$ cat config.mk
export PLATFORM = sky130hd
export DESIGN_NAME = stfq_rank
export DESIGN_NICKNAME = d
export VERILOG_FILES = /design/src/rtl/stfq_rank_pkg.sv /design/src/rtl/stfq_rank_fifo.sv /design/src/rtl/stfq_rank.sv
export SDC_FILE = /design/constraint.sdc
export NUM_CORES = 2
export LEC_CHECK = 0
export BUFFER_PORTS_ARGS = -buffer_cell sky130_fd_sc_hd__buf_2
export CAP_MARGIN = 40
export CORE_ASPECT_RATIO = 1.25
export CORE_MARGIN = 2
export CORE_UTILIZATION = 60
export CTS_CLUSTER_SIZE = 10
export DETAILED_ROUTE_END_ITERATION = 7
export PLACE_DENSITY_LB_ADDON = 0.15
export SYNTH_ARGS = -nofsm -noshare
export SYNTH_HDL_FRONTEND = slang
export SYNTH_SLANG_ARGS = --single-unit
$ cat constraint.sdc
create_clock -name clk -period 10.57 [get_ports clk]
set_clock_uncertainty 0.1 [all_clocks]
set_input_delay 0.5285 -clock clk [delete_from_list [all_inputs] [get_ports clk]]
set_output_delay 0.5285 -clock clk [all_outputs]
set_load 0.02 [all_outputs]
$ cat src/rtl/stfq_rank_pkg.sv
// Shared constants for the rank pipe: scheduling modes, default widths and FIFO sizing.
package stfq_rank_pkg;

  localparam int MODE_RR   = 0;
  localparam int MODE_STFQ = 1;

  localparam int DFLT_FLOW_ID_WIDTH = 16;
  localparam int DFLT_RANK_WIDTH    = 32;
  localparam int DFLT_META_WIDTH    = 16;

  function automatic int fifo_depth(input int l2_depth);
    return 1 << l2_depth;
  endfunction

endpackage

$ cat src/rtl/stfq_rank_fifo.sv
// Small first-word-fallthrough FIFO: head entry visible on dout while not empty.
// Latency 1 (write at edge N, visible after N); writes when full and reads when empty are ignored.
module fallthrough_small_fifo
  import stfq_rank_pkg::*;
#(
  parameter int WIDTH          = 48,
  parameter int MAX_DEPTH_BITS = 4
) (
  input  logic                    clk,
  input  logic                    rst,
  input  logic                    wr_en,
  input  logic [WIDTH-1:0]        din,
  input  logic                    rd_en,
  output logic [WIDTH-1:0]        dout,
  output logic                    empty,
  output logic                    full,
  output logic [MAX_DEPTH_BITS:0] count
);

  localparam int DEPTH = fifo_depth(MAX_DEPTH_BITS);
  localparam int CW    = MAX_DEPTH_BITS + 1;

  logic [WIDTH-1:0]          mem [DEPTH];
  logic [MAX_DEPTH_BITS-1:0] wr_ptr;
  logic [MAX_DEPTH_BITS-1:0] rd_ptr;
  logic                      do_wr;
  logic                      do_rd;

  assign empty = (count == '0);
  assign full  = (count == CW'(DEPTH));
  assign do_wr = wr_en & ~full;
  assign do_rd = rd_en & ~empty;
  assign dout  = mem[rd_ptr];

  // Storage needs no reset: contents are only observed while count is non-zero.
  always_ff @(posedge clk) begin
    if (do_wr) mem[wr_ptr] <= din;
  end

  always_ff @(posedge clk or negedge rst) begin
    if (!rst) begin
      wr_ptr <= '0;
      rd_ptr <= '0;
      count  <= '0;
    end else begin
      if (do_wr) wr_ptr <= wr_ptr + MAX_DEPTH_BITS'(1);
      if (do_rd) rd_ptr <= rd_ptr + MAX_DEPTH_BITS'(1);
      case ({do_wr, do_rd})
        2'b10:   count <= count + CW'(1);
        2'b01:   count <= count - CW'(1);
        default: count <= count;
      endcase
    end
  end

endmodule

$ cat src/rtl/stfq_rank.sv
// Per-flow STFQ / round-robin rank tagger buffering {rank,meta} in order; vtime advances on removal.
// Latency 2 insert-to-valid_out; busy advises at 2^L2_DEPTH-1 incl. in-flight, inserts into a full FIFO drop.
module stfq_rank
  import stfq_rank_pkg::*;
#(
  parameter int FLOW_ID_WIDTH = DFLT_FLOW_ID_WIDTH,
  parameter int MAX_NUM_FLOWS = 16,
  parameter int RANK_WIDTH    = DFLT_RANK_WIDTH,
  parameter int META_WIDTH    = DFLT_META_WIDTH,
  parameter int LEN_WIDTH     = 16,
  parameter int COST_WIDTH    = 8,
  parameter int L2_DEPTH      = 4,
  parameter int MODE          = MODE_STFQ
) (
  input  logic                     clk,
  input  logic                     rst,
  output logic                     busy,
  input  logic                     insert,
  input  logic [FLOW_ID_WIDTH-1:0] flowID_in,
  input  logic [LEN_WIDTH-1:0]     len_in,
  input  logic [META_WIDTH-1:0]    meta_in,
  input  logic                     remove,
  output logic                     valid_out,
  output logic [RANK_WIDTH-1:0]    rank_out,
  output logic [META_WIDTH-1:0]    meta_out,
  input  logic                     cfg_wr,
  input  logic [FLOW_ID_WIDTH-1:0] cfg_flow,
  input  logic [COST_WIDTH-1:0]    cfg_cost,
  output logic                     drop_out,
  output logic                     sat_out,
  output logic [RANK_WIDTH-1:0]    vtime_out
);

  localparam int DEPTH  = fifo_depth(L2_DEPTH);
  localparam int CW     = L2_DEPTH + 1;
  localparam int FIDX_W = (MAX_NUM_FLOWS > 1) ? $clog2(MAX_NUM_FLOWS) : 1;
  localparam int PROD_W = LEN_WIDTH + COST_WIDTH;
  localparam int SUM_W  = ((RANK_WIDTH > PROD_W) ? RANK_WIDTH : PROD_W) + 1;
  localparam logic [RANK_WIDTH-1:0] RANK_MAX = '1;

  typedef struct packed {
    logic [RANK_WIDTH-1:0] rank;
    logic [META_WIDTH-1:0] meta;
  } entry_t;

  logic                     s0_vld;
  logic [FLOW_ID_WIDTH-1:0] s0_flow;
  logic [LEN_WIDTH-1:0]     s0_len;
  logic [META_WIDTH-1:0]    s0_meta;

  logic [RANK_WIDTH-1:0]    vtime;
  logic [RANK_WIDTH-1:0]    finish [MAX_NUM_FLOWS];
  logic [COST_WIDTH-1:0]    cost   [MAX_NUM_FLOWS];

  logic                     s0_legal;
  logic [FIDX_W-1:0]        s0_idx;
  logic [RANK_WIDTH-1:0]    s1_start;
  logic [PROD_W-1:0]        s1_incr;
  logic [SUM_W-1:0]         s1_sum;
  logic                     s1_sat;
  logic [RANK_WIDTH-1:0]    s1_finish;
  logic                     s1_wr;

  logic                     fifo_empty;
  logic                     fifo_full;
  logic [CW-1:0]            fifo_cnt;
  logic                     pop;
  entry_t                   wr_ent;
  entry_t                   head_ent;

  // S0: register the descriptor.
  always_ff @(posedge clk or negedge rst) begin
    if (!rst) begin
      s0_vld  <= 1'b0;
      s0_flow <= '0;
      s0_len  <= '0;
      s0_meta <= '0;
    end else begin
      s0_vld  <= insert;
      s0_flow <= flowID_in;
      s0_len  <= len_in;
      s0_meta <= meta_in;
    end
  end

  assign s0_legal = (s0_flow < FLOW_ID_WIDTH'(MAX_NUM_FLOWS));
  assign s0_idx   = s0_flow[FIDX_W-1:0];

  // S1: finish[] is written at the end of this cycle, so a back-to-back
  // insert of the same flow reads the updated tag with no bypass needed.
  always_comb begin
    s1_start  = (finish[s0_idx] > vtime) ? finish[s0_idx] : vtime;
    s1_incr   = (MODE == MODE_RR) ? PROD_W'(1)
                                  : PROD_W'(s0_len) * PROD_W'(cost[s0_idx]);
    s1_sum    = SUM_W'(s1_start) + SUM_W'(s1_incr);
    s1_sat    = (s1_sum > SUM_W'(RANK_MAX));
    s1_finish = s1_sat ? RANK_MAX : s1_sum[RANK_WIDTH-1:0];
  end

  assign s1_wr    = s0_vld & s0_legal & ~fifo_full;
  assign drop_out = s0_vld & (~s0_legal | fifo_full);
  assign pop      = remove & ~fifo_empty;
  assign wr_ent   = '{rank: s1_start, meta: s0_meta};

  always_ff @(posedge clk or negedge rst) begin
    if (!rst) begin
      vtime   <= '0;
      sat_out <= 1'b0;
      for (int f = 0; f < MAX_NUM_FLOWS; f++) begin
        finish[f] <= '0;
        cost[f]   <= COST_WIDTH'(1);
      end
    end else begin
      if (s1_wr) begin
        finish[s0_idx] <= s1_finish;
        if (s1_sat) sat_out <= 1'b1;
      end
      if (pop && (head_ent.rank > vtime)) vtime <= head_ent.rank;
      if (cfg_wr && (cfg_flow < FLOW_ID_WIDTH'(MAX_NUM_FLOWS)))
        cost[cfg_flow[FIDX_W-1:0]] <= (cfg_cost == '0) ? COST_WIDTH'(1) : cfg_cost;
    end
  end

  fallthrough_small_fifo #(
    .WIDTH          (RANK_WIDTH + META_WIDTH),
    .MAX_DEPTH_BITS (L2_DEPTH)
  ) u_fifo (
    .clk   (clk),
    .rst   (rst),
    .wr_en (s1_wr),
    .din   (wr_ent),
    .rd_en (pop),
    .dout  (head_ent),
    .empty (fifo_empty),
    .full  (fifo_full),
    .count (fifo_cnt)
  );

  assign valid_out = ~fifo_empty;
  assign rank_out  = valid_out ? head_ent.rank : '0;
  assign meta_out  = valid_out ? head_ent.meta : '0;
  assign vtime_out = vtime;
  assign busy      = ((fifo_cnt + CW'(s0_vld)) >= CW'(DEPTH - 1));

endmodule

## Word level (Yosys, flattened, before mapping)

Memory sizes are Yosys's and may differ from the RTL's.
Index checks and enable logic that the tools add are counted.
Widths: inputs -> output; s select.

| cells by class | value |
|---|---|
| add/sub/neg operators | 6 |
| multiply operators | 1 |
| magnitude comparators | 10 |
| equality and inequality tests | 3 |
| multiplexer cells | 20 |
| bitwise operators | 12 |
| reduce and logical (&&, ||, !) cells | 8 |

Operator list:

| kind | number |
|---|---|
| $bwmux 512 | 1 |
| $mux 32 | 6 |
| $bmux 32 s4 | 1 |
| $bwmux 128 | 1 |
| $demux 32 s4 | 1 |
| $gt 32x32->1 | 2 |
| $add 32x24->33 | 1 |
| $gt 33x32->1 const B | 1 |
| $bmux 8 s4 | 1 |
| $demux 8 s4 | 1 |
| $lt 16x5->1 const B | 2 |
| $mux 8 | 4 |
| $mul 16x8->24 | 1 |
| $mux 16 | 1 |
| $ge 5x5->1 const B | 2 |
| $lt 5x1->1 const B | 2 |
| $not 4->5 | 2 |
| $pmux 5 s2 | 1 |
| $add 4x1->4 const B | 2 |
| $logic_not 8->1 | 1 |
| $and 1x1->1 | 6 |
| $add 5x1->5 | 1 |
| $add 5x1->5 const B | 1 |
| $eq 5x5->1 const B | 1 |
| other kinds (11) | 17 |

| storage, ports and cells | value |
|---|---|
| bits in registers | 735 |
| bits in writable memories | 768 |
| input port bits | 77 |
| output and inout port bits | 84 |
| memories kept | 1 |

Memory list:

| name | depth | bits a word | read ports | clocked after Yosys merged registers in | write ports | RTL line | source |
|---|---|---|---|---|---|---|---|
| u_fifo.mem | 16 | 48 | 1 | 0 | 1 | stfq_rank_fifo.sv:23 | `logic [WIDTH-1:0] mem [DEPTH];` |

## Longest topological paths before layout

| logic depth | value |
|---|---|
| word-level depth | 10 |
| gate-level depth with buffers | 35 |
| gate-level depth less buffers | 26 |

## Hierarchy

From an unflattened synthesis, not the netlist that was laid out.

| second synthesis, totals | value |
|---|---|
| cells, all modules | 4,818 |
| area total of the unflattened synthesis | 67,772.5 sq um |

By module, submodules not included:

| module | times used | cells an instance | area an instance (sq um) | sequential area each (sq um) |
|---|---|---|---|---|
| stfq_rank | 1 | 3,299 | 37,365.8 | 18,087.3 |
| fallthrough_small_fifo | 1 | 1,519 | 30,406.7 | 23,387.4 |

## Worst setup path after synthesis

No wires, ideal clock.

| timing path | value |
|---|---|
| path kind | flip-flop to flip-flop |
| start point | register s0_flow[0] |
| end point | register finish[60] (netlist name) |
| arrival | 8,909 ps |
| data required time | 10,345 ps |
| setup slack | 1,436 ps |
| cell stages (with the launch flop) | 32 |
| path buffers | 8 |
| path through | dfrtp_1 > buf_4 > buf_6 > buf_6 > buf_2 > buf_2 > mux4_2 > mux4_2 > ha_1 > nand4_1 > nor3_1 > nor3b_1 > o31ai_2 > nand2_1 > clkbuf_1 > buf_2 > mux2i_1 > fa_1 > fa_1 > fa_1 > fa_1 > inv_1 > ha_1 > a21oi_1 > nand2_1 > a221o_1 > o21ai_0 > a31oi_1 > a311oi_1 > a211oi_2 > buf_2 > mux2_2 |

| on the way | value |
|---|---|
| longest elaborated chain between the ends | 10 |

RTL lines:

| what | RTL line | source |
|---|---|---|
| start, declared | stfq_rank.sv:47 | `logic [FLOW_ID_WIDTH-1:0] s0_flow;` |
| start signal, assigned | stfq_rank.sv:80 | `s0_flow <= flowID_in;` |
| parallel branches: the longest is 10 deep, another holds $add 32x24->33 | - |  |
| end signal, assigned by index | stfq_rank.sv:115 | `finish[s0_idx] <= s1_finish;` |
| end, declared | stfq_rank.sv:52 | `logic [RANK_WIDTH-1:0] finish [MAX_NUM_FLOWS];` |

Parallel ways; which one is timed is not known. The select of a mux whose other input is x is not followed.
A chain may end at the register's enable or synchronous reset.

## Final worst setup path

| timing path | value |
|---|---|
| start point | register s0_flow[0] |
| end point | register finish[509] (netlist name) |

| on the way | value |
|---|---|
| longest elaborated chain between the ends | 10 |

RTL lines:

| what | RTL line | source |
|---|---|---|
| $not 4->5 (implied by the code) * | stfq_rank.sv:92 | `s1_start = (finish[s0_idx] > vtime) ? finish[s0_idx] : vtime;` |
| $bmux 32 s4 * | stfq_rank.sv:92 |  |
| $mux 32 (implied by the code) * (2 in series) | stfq_rank.sv:92 |  |
| $gt 32x32->1 | stfq_rank.sv:92 |  |
| $mux 32 * | stfq_rank.sv:92 |  |
| via s1_start[16] | stfq_rank.sv:57 | `logic [RANK_WIDTH-1:0] s1_start;` |
| $add 32x24->33 * | stfq_rank.sv:95 | `s1_sum = SUM_W'(s1_start) + SUM_W'(s1_incr);` |
| $gt 33x32->1 | stfq_rank.sv:96 | `s1_sat = (s1_sum > SUM_W'(RANK_MAX));` |
| $mux 32 * | stfq_rank.sv:97 | `s1_finish = s1_sat ? RANK_MAX : s1_sum[RANK_WIDTH-1:0];` |
| $bwmux 512 * | stfq_rank.sv:115 |  |

Mark *: on every way through the listed nets, which the timed path passes. The rest lies on a longest branch. The select of a mux whose other input is x is not followed.

==> reports/results.ini <==
[sta]
slew_violations = 0
setup_viol = 0
fin_crit_ps = 10140
hold_ws_ps = 124
fin_crit_sh_pct = 96.0
rsz0062_at_grt = true
slew-limit-headroom_pct = 32.1
fin_ws_ps = 426
setup_tns_ps = 0
hold_viol = 0
tightest_slew_ps = 1020
max_freq_ghz = 0.0986

[cts]
root_buffer = clkbuf_16
clkSinkCount = 1503
clock_latency_ps = 800
path_clk_slew_ps = 60
clock_path_buffers = 3
tritoncts = done
cts_setup_buffers = 0
htreeDepth = 4
cts_inserted_buffers = 170

[final_layout]
final_core_util_pct = 68.0
mostFrequentLayoutCell = edfxtp_1
syn_to_final_growth_pct = 12.5
final_layout_size_suffix_gt1_share_pct = 25.4
nNetsFinal = 4997
final_cell_mix = edfxtp_1, dfrtp_1, mux4_2

[floorplan]
dieArea_um2 = 115000
die_h_um = 379
num_rows = 137
die_w_um = 304
ios = 161
start_util_pct = 60.4
core_area_um2 = 112000

[grt]
use_met2_pct = 52.4
grt_max_degree = 170
grt_usage_pct = 30.9
use_met3_pct = 6.00
grt-busiest-layer = met2
met1_usage_pct = 40.1
grt_pass1_vias = 41000
grt_overflow = 0
grt_pass1_wl_um = 261000
antenna_found_initial = 12

[critical_path]
required_ps = 11100
r2r_cells = 25
r2r_setup_slack_ps = 430
rr_startpoint = s0_flow[0]
path_class = reg -> reg
worstReg2RegEnd = finish[509]
critPathMaxFanout = 22
crit_arrival_ps = 10680
start_kind = register
endpoint_kind = register
cp_slowest_cell = dfrtp_4
cpPeakStageDelay_ps = 730

[place]
gp_congestion = 0.879
hpwl_um = 107000
io_buffer_count = 160
place_ws_ps = 318

[worst_hold_path]
hold_path_class = in -> reg
min_from = cfg_cost[7]
worstHoldEndpoint = cost[71]
whs_path_depth = 2

[synthesis]
synth_top_area_share_pct = 34.2
yosysUniqueCellTypes = 80
syn_nets = 4768
synth_edf_count = 768
yosys.area.top_type = edfxtp_1
syn_area_um2 = 67400
synth_area_leaders = edfxtp_1, dfrtp_1, mux4_2
synthFlopType = edfxtp_1
async_flop_share_pct = 48.9
yosys_warnings = 0
seq_area_frac_synth_pct = 61.5
ys_ff_latch = 1503
synth_cells = 4460
avgSynthCellArea_um2 = 15.1

[routing]
drt_iter0_drc = 3811
ant_nets = 0
vias_per_cell = 6.35
wl_um = 172000
firstDrtPassIters = 6
drc = 0
wl_per_cell_um = 27.6
via_count = 39700

[pwr]
vdd_ir_drop_max_v = 0.000177
p_leak_nw = 30.1
power_density_nw_per_um2 = 228

[job]
drv_cap = 0

[run_status]
status = complete, no violations

[routing by layer]
metal  share of wire, %  wire length [um]
met5              0.042                72
met4                3.6              6260
met1                 38             66000
met3                7.0             12100
met2                 51             88000
[area by class of cell]
cell class | count | area, um2
Inverter | 192 | 721
Antenna cell | 1 | 2.50
Clock buffer | 265 | 4770
Multi-Input combinational cell | 2486 | 24200
Fill cell | 7475 | 35800
Timing Repair Buffer | 336 | 2620
Tap cell | 1459 | 1830
Sequential cell | 1503 | 41500
Clock inverter | 11 | 209
[timing repair]
item	CTS	global route
endpoints found under the setup margin	0	59
hold buffers	50	0
hold endpoints to repair	102	0
gates resized for setup	0	9
[critical path: cells and delay by family (launching register included)]
family,cells,cell delay (ps)
fa+ha+maj,6,2600
mux,3,1580
buf+inv,4,860
flops,1,730
compound gates,7,2430
simple gates,4,1310
xor+xnor,1,300
[cells by family (layout without fill, tap and decap cells)]
logic type | count (synthesis) | after routing | synth area share [%]
AO/OA/AOI/OAI | 666 | 666 | 5.53
XOR/XNOR | 29 | 29 | 0.399
adder cells (fa/ha/maj) | 231 | 231 | 5.48
buffers and inverters | 471 | 804 | 2.98
flip-flops | 1503 | 1503 | 61.5
multiplexers | 642 | 642 | 17.9
other | 0 | 1 | 0
AND/OR/NAND/NOR | 918 | 918 | 6.15
[sequential cells by signal, summed over array words and instances (netlist names)]
signal         flops
cost             128
s0_len            16
u_fifo.wr_ptr      4
sat_out            1
u_fifo.count       5
u_fifo.rd_ptr      4
u_fifo.mem       768
s0_vld             1
s0_flow           16
finish           512
vtime_out         32
s0_meta           16
[how the worst max path moves through the flow]
| stage | start | endpoint | slack (ps) | cells past startpoint |
|---|---|---|---|---|
| final | s0_flow[0] | finish[509] | 430 | 25 |
| after global routing | s0_flow[0] | finish[509] | -20 | 25 |
| after CTS | s0_flow[0] | finish[509] | 230 | 24 |
| after detailed placement | s0_flow[0] | finish[285] | 320 | 24 |
| after global placement | s0_flow[0] | finish[93] | 390 | 24 |
| after floorplan | s0_flow[0] | finish[60] | 1440 | 31 |
[synth_stat cells (all sizes together), types with 4 or more instances]
cell,n
dfstp,16
nand4,23
a21oi,274
a21o,19
o21ai,249
nand3,19
nor2,348
dfrtp,719
and3,5
nor3,19
xnor2,17
edfxtp,768
fa,107
o21a,12
or3,7
or4,4
a211oi,7
a22oi,12
o31ai,4
nand2b,7
clkbuf,161
mux2i,20
buf,118
or2,4
ha,124
mux2,187
a31oi,53
a211o,5
o211ai,6
nor2b,4
xor2,12
and2,105
nand2,358
inv,192
nor4,8
mux4,435
[stage by stage]
stage	power (mW)	cell area [um2]	std cells
floorplan	10.2	67400	4460
global placement	11.9	69800	5891
detailed placement	12.0	70300	5926
CTS	17.4	75800	6252
global route	18.0	75800	6252
finish	17.3	75800	6253
[report_power, final]
part	internal (mW)	leakage, nW	switching, mW	total, mW
Clock	3.11	2.39	2.26	5.37
Combinational	1.96	10.9	3.05	5.02
Sequential	6.58	16.9	0.337	6.91
(Power assumes the default switching activity.)
